==> src/rtl/fsm_seq_pkg.sv <==
// Shared definitions for the one-hot sequence FSM and its stimulus generator:
// state encodings, controller states and the per-state stimulus vectors.
package fsm_seq_pkg;

    localparam logic [3:0] S0 = 4'b1000;
    localparam logic [3:0] S1 = 4'b0100;
    localparam logic [3:0] S2 = 4'b0010;
    localparam logic [3:0] S3 = 4'b0001;

    typedef enum logic [1:0] {
        CTRL_IDLE = 2'd0,
        CTRL_HOLD = 2'd1,
        CTRL_STEP = 2'd2,
        CTRL_DONE = 2'd3
    } ctrl_e;

    // Indexed by the one-hot bit position, so entry [3] belongs to S0.
    // Each hold vector is chosen so that it never meets its own state's advance condition.
    localparam logic [3:0][2:0] HOLD_VEC = {3'b000, 3'b110, 3'b011, 3'b011};
    localparam logic [3:0][2:0] ADV_VEC  = {3'b010, 3'b011, 3'b101, 3'b110};

    function automatic logic is_onehot(input logic [3:0] s);
        return (s != 4'b0000) && ((s & (s - 4'b0001)) == 4'b0000);
    endfunction

    function automatic logic [3:0] rot_right(input logic [3:0] s);
        return {s[0], s[3:1]};
    endfunction

endpackage

==> src/rtl/fsm_stim_vec.sv <==
// Decodes the {A6,X3,I3} stimulus vector from the shadow state and the
// step flag: hold vector when idling in a state, advance vector when stepping.
module fsm_stim_vec
    import fsm_seq_pkg::*;
(
    input  logic [3:0] i_shadow,
    input  logic       i_step,
    output logic [2:0] o_vec
);

    always_comb begin
        o_vec = 3'b000;
        for (int i = 0; i < 4; i++) begin
            if (i_shadow[i]) begin
                o_vec = o_vec | (i_step ? ADV_VEC[i] : HOLD_VEC[i]);
            end
        end
    end

endmodule

==> src/rtl/fsm_stim_gen.sv <==
// Walks the one-hot sequence FSM to a requested target state, dwelling a
// programmable number of cycles in each state before its advance cycle.
module fsm_stim_gen
    import fsm_seq_pkg::*;
#(
    parameter int DWELL_W = 4
) (
    input  logic               clk,
    input  logic               rst_b,
    input  logic               req_valid,
    output logic               req_ready,
    input  logic [3:0]         req_target,
    input  logic [DWELL_W-1:0] req_dwell,
    input  logic               abort,
    output logic               A6,
    output logic               X3,
    output logic               I3,
    output logic [3:0]         shadow_state,
    output logic               busy,
    output logic               done,
    output logic               err
);

    // state     | meaning
    // CTRL_IDLE | no walk; hold vector keeps the FSM parked, accepts requests
    // CTRL_HOLD | dwelling in current state, counter running down to 1
    // CTRL_STEP | advance vector for one cycle; shadow rotates at its edge
    // CTRL_DONE | arrived at target; done pulse, then back to idle

    ctrl_e               r_ctrl;
    ctrl_e               w_ctrl_nxt;
    logic [3:0]          r_shadow;
    logic [3:0]          w_shadow_nxt;
    logic [3:0]          r_target;
    logic [3:0]          w_target_nxt;
    logic [DWELL_W-1:0]  r_dwell;
    logic [DWELL_W-1:0]  w_dwell_nxt;
    logic [DWELL_W-1:0]  r_cnt;
    logic [DWELL_W-1:0]  w_cnt_nxt;
    logic                r_done;
    logic                w_done_nxt;
    logic                r_err;
    logic                w_err_nxt;
    logic [3:0]          w_shadow_rot;
    logic [2:0]          w_vec;

    assign w_shadow_rot = rot_right(r_shadow);

    always_ff @(posedge clk or negedge rst_b) begin
        if (!rst_b) begin
            r_ctrl   <= CTRL_IDLE;
            r_shadow <= S0;
            r_target <= S0;
            r_dwell  <= '0;
            r_cnt    <= '0;
            r_done   <= 1'b0;
            r_err    <= 1'b0;
        end else begin
            r_ctrl   <= w_ctrl_nxt;
            r_shadow <= w_shadow_nxt;
            r_target <= w_target_nxt;
            r_dwell  <= w_dwell_nxt;
            r_cnt    <= w_cnt_nxt;
            r_done   <= w_done_nxt;
            r_err    <= w_err_nxt;
        end
    end

    always_comb begin
        w_ctrl_nxt   = r_ctrl;
        w_shadow_nxt = r_shadow;
        w_target_nxt = r_target;
        w_dwell_nxt  = r_dwell;
        w_cnt_nxt    = r_cnt;
        w_done_nxt   = 1'b0;
        w_err_nxt    = 1'b0;
        unique case (r_ctrl)
            CTRL_IDLE: begin
                if (req_valid) begin
                    w_target_nxt = req_target;
                    w_dwell_nxt  = req_dwell;
                    if (!is_onehot(req_target)) begin
                        w_err_nxt = 1'b1;
                    end else if (req_target == r_shadow) begin
                        w_ctrl_nxt = CTRL_DONE;
                        w_done_nxt = 1'b1;
                    end else if (req_dwell != '0) begin
                        w_ctrl_nxt = CTRL_HOLD;
                        w_cnt_nxt  = req_dwell;
                    end else begin
                        w_ctrl_nxt = CTRL_STEP;
                    end
                end
            end
            CTRL_HOLD: begin
                w_cnt_nxt = r_cnt - 1'b1;
                if (abort) begin
                    w_ctrl_nxt = CTRL_IDLE;
                end else if (r_cnt == DWELL_W'(1)) begin
                    w_ctrl_nxt = CTRL_STEP;
                end
            end
            CTRL_STEP: begin
                // The FSM samples the advance vector at this edge regardless of abort.
                w_shadow_nxt = w_shadow_rot;
                if (abort) begin
                    w_ctrl_nxt = CTRL_IDLE;
                end else if (w_shadow_rot == r_target) begin
                    w_ctrl_nxt = CTRL_DONE;
                    w_done_nxt = 1'b1;
                end else if (r_dwell != '0) begin
                    w_ctrl_nxt = CTRL_HOLD;
                    w_cnt_nxt  = r_dwell;
                end else begin
                    w_ctrl_nxt = CTRL_STEP;
                end
            end
            CTRL_DONE: begin
                w_ctrl_nxt = CTRL_IDLE;
            end
            default: begin
                w_ctrl_nxt = CTRL_IDLE;
            end
        endcase
    end

    fsm_stim_vec u_vec (
        .i_shadow (r_shadow),
        .i_step   (r_ctrl == CTRL_STEP),
        .o_vec    (w_vec)
    );

    assign {A6, X3, I3}  = w_vec;
    assign shadow_state  = r_shadow;
    assign busy          = (r_ctrl == CTRL_HOLD) || (r_ctrl == CTRL_STEP);
    assign req_ready     = (r_ctrl == CTRL_IDLE);
    assign done          = r_done;
    assign err           = r_err;

endmodule
==> config.mk <==
export PLATFORM = sky130hd
export DESIGN_NAME = fsm_stim_gen
export DESIGN_NICKNAME = d
export VERILOG_FILES = /design/src/rtl/fsm_seq_pkg.sv /design/src/rtl/fsm_stim_vec.sv /design/src/rtl/fsm_stim_gen.sv
export SDC_FILE = /design/constraint.sdc
export NUM_CORES = 1
export LEC_CHECK = 0
export CAP_MARGIN = 5
export CORE_ASPECT_RATIO = 1.2
export CORE_MARGIN = 4
export CORE_UTILIZATION = 51
export DETAILED_ROUTE_END_ITERATION = 8
export GPL_TIMING_DRIVEN = 1
export HOLD_SLACK_MARGIN = 0.03
export PLACE_DENSITY = 0.85
export SYNTH_ARGS = -nofsm -noshare
export SYNTH_HDL_FRONTEND = slang
export SYNTH_SLANG_ARGS = --single-unit
==> constraint.sdc <==
create_clock -name clk -period 2.7 [get_ports clk]
set_input_delay 0.405 -clock clk [delete_from_list [all_inputs] [get_ports clk]]
set_output_delay 0.405 -clock clk [all_outputs]
set_load 0.05 [all_outputs]
==> results.sh <==
export IMPL_outcome="finished, final reports clean"
export IMPL_multi_input_area_um2=681
export IMPL_p_leak_uw=0.000705
export IMPL_drive_gt1_frac=0.177
export IMPL_grt_pass1_wl_um=4220
export IMPL_insertion_delay_ns=0.31
export IMPL_worstPathArrival_ns=2.11
export IMPL_design_die_area_um2=3240
export IMPL_area_growth_pct=23.5
export IMPL_setup_viol=0
export IMPL_clock_sinks=20
export IMPL_ys_ff_latch=20
export IMPL_wire_per_inst_um=14.6
export IMPL_cts_root_buffer="clkbuf_4"
export IMPL_core_area_um2=2280
export IMPL_fillers=189
export IMPL_seqCellArea_um2=503
export IMPL_end_kind="output port"
export IMPL_cts_max_level=1
export IMPL_slowest_delay_ns=0.86
export IMPL_dp_final_hpwl_um=1930
export IMPL_fp_dieW_um=52.6
export IMPL_rsz0062_at_grt="no"
export IMPL_hold_path_class="reg -> reg"
export IMPL_ios=23
export IMPL_cts_tree="yes"
export IMPL_final_common_cell="clkdlybuf4s50_1"
export IMPL_crit_slowest_cell="clkdlybuf4s50_1"
export IMPL_synthFlopType="dfrtp_1"
export IMPL_insertedDiodeCount=0
export IMPL_powerDensity_nw_per_um2=1000
export IMPL_core_rowCount=19
export IMPL_crit_chain="inv_1, ha_1, clkdlybuf4s50_1"
export IMPL_wl_um=2500
export IMPL_final_cell_mix="clkdlybuf4s50_1 (19), dfrtp_1 (18), mux2_2 (11), nand2_1 (10), xor2_1 (10)"
export IMPL_postRouteAntennaNets=0
export IMPL_ys_types=31
export IMPL_vdd_ir_drop_max_mv=0.623
export IMPL_worstPathMaxFanout=9
export IMPL_drc=0
export IMPL_cap_violations=0
export IMPL_numCtsBuffers=3
export IMPL_fin_ws_ns=0.180
export IMPL_layout_nets=160
export IMPL_ys_seq_area_frac=0.413
export IMPL_yosysWarningCount=0
export IMPL_grt_max_degree=21
export IMPL_syn_nets=134
export IMPL_vias=957
export IMPL_syn_area_um2=1220
export IMPL_fin_crit_ns=2.52
export IMPL_relSlewSlack=0.423
export IMPL_post_cts_buffers=0
export IMPL_post_route_period_util=0.933
export IMPL_clk_path_buf_depth=2
export IMPL_place_ws_ns=0.248
export IMPL_die_h_um=61.5
export IMPL_hold_buffers=0
export IMPL_path_clk_slew_ns=0.11
export IMPL_io_buffers=22
export IMPL_worstSetupStartpointType="flop"
export IMPL_setup_tns_final_ns=0
export IMPL_globalRouteOverflowTotal=0
export IMPL_crit_type="reg -> out"
export IMPL_hold_viol=0
export IMPL_fin_skew_ns=0.0100
export IMPL_gp_congestion=0.859
export IMPL_tightest_slew_ns=0.863
export IMPL_detail_route_iter0_violations=49
export IMPL_routed_via_density=5.56
export IMPL_grt_pass1_vias=949
export IMPL_grt_use_total=0.178
export IMPL_async_flop_share=1.00
export IMPL_syn_inst=116
export IMPL_max_freq_mhz=397
export IMPL_synth_edf_count=0
export IMPL_firstDrtPassIters=4
export IMPL_start_util=0.533
export IMPL_antenna_found_initial=0
export IMPL_slew_viol_final=0
export IMPL_synth_avg_cell_area_um2=10.5
export IMPL_required_ns=2.30
==> critical path: cells and delay by family (launching register included) <==
| family | cells | cell delay, ns |
|---|---|---|
| buffers and inverters | 2 | 0.95 |
| flip-flops | 1 | 0.42 |
| adder cells (fa/ha/maj) | 1 | 0.44 |
==> routing by layer <==
metal	global-route usage	vias up	wire length (um)
met3	0.0169	5	133
met4	0.0876	0	55
met1	0.212	460	1050
met5	0	-	0
li1	-	464	-
met2	0.319	28	1260
==> metrics by stage <==
stage	hold slack, ns	std cells	util	instance area, um2	total power (uW)
6_report	0.540	172	0.659	1500	1510
3_5_place_dp	0.518	168	0.646	1480	1360
5_1_grt	0.563	172	0.659	1500	1620
4_1_cts	0.542	172	0.658	1500	1510
3_3_place_gp	0.510	168	0.646	1480	1320
2_1_floorplan	0.109	116	-	1220	1160
==> final cells by class <==
cell class                      instances  area share
Multi-Input combinational cell         87       0.453
Sequential cell                        20       0.334
Timing Repair Buffer                   24       0.155
Tap cell                               31      0.0258
Clock buffer                            4      0.0175
Inverter                                6      0.0150
==> power by group <==
part           internal [uW]  switching [uW]  leakage (uW)
registers                420            85.3      0.000245
clock network           57.7            90.8     0.0000150
logic                    402             452      0.000446
==> repair_timing <==
| action | CTS | global route |
|---|---|---|
| setup endpoints to repair | 0 | 1 |
| resized for setup | 0 | 1 |
| endpoints found under the hold margin | 0 | 0 |
==> cell families after synthesis <==
kind of cell,count (synthesis),share of synthesized area
compound gates,21,0.121
xor+xnor,11,0.0791
fa+ha+maj,6,0.0617
buf+inv,9,0.0277
flops,20,0.413
mux,15,0.143
simple gates,34,0.154
==> final timing paths <==
kind | from | end | slack (ns) | cells after the start
worst max register to register | r_ctrl[0] | r_cnt[3] | 0.48 | 7
worst max-delay path | r_ctrl[0] | busy | 0.18 | 3
min in group asynchronous | rst_b | r_cnt[3] | 0.58 | 1
worst min-delay path | r_target[1] | r_target[1] | 0.54 | 1
max in group asynchronous | rst_b | r_target[1] | 1.58 | 1
worst min register to register | r_target[1] | r_target[1] | 0.54 | 1
==> synth_stat cells, types with 2 or more instances <==
cell type,number,area (um2)
dfrtp_1,18,450
mux2_2,11,124
nand2_1,10,37.5
xor2_1,10,87.6
nor2_1,9,33.8
ha_1,6,75.1
inv_1,6,22.5
o21ai_0,6,30.0
a21oi_1,4,20.0
a22oi_1,3,22.5
nand2b_1,3,18.8
nand3_1,3,15.0
clkbuf_1,2,7.51
dfstp_2,2,52.6
mux2_4,2,30.0
mux2i_1,2,20.0
nor4_1,2,12.5
o41ai_1,2,17.5
or4_1,2,15.0
or4b_1,2,20.0
==> sequential cells by signal, summed over array words and instances, names as in the netlist <==
signal / flops
r_dwell: 4
r_ctrl: 2
r_cnt: 4
r_target: 4
shadow_state: 4
done: 1
err: 1
(Power assumes the default switching activity.)
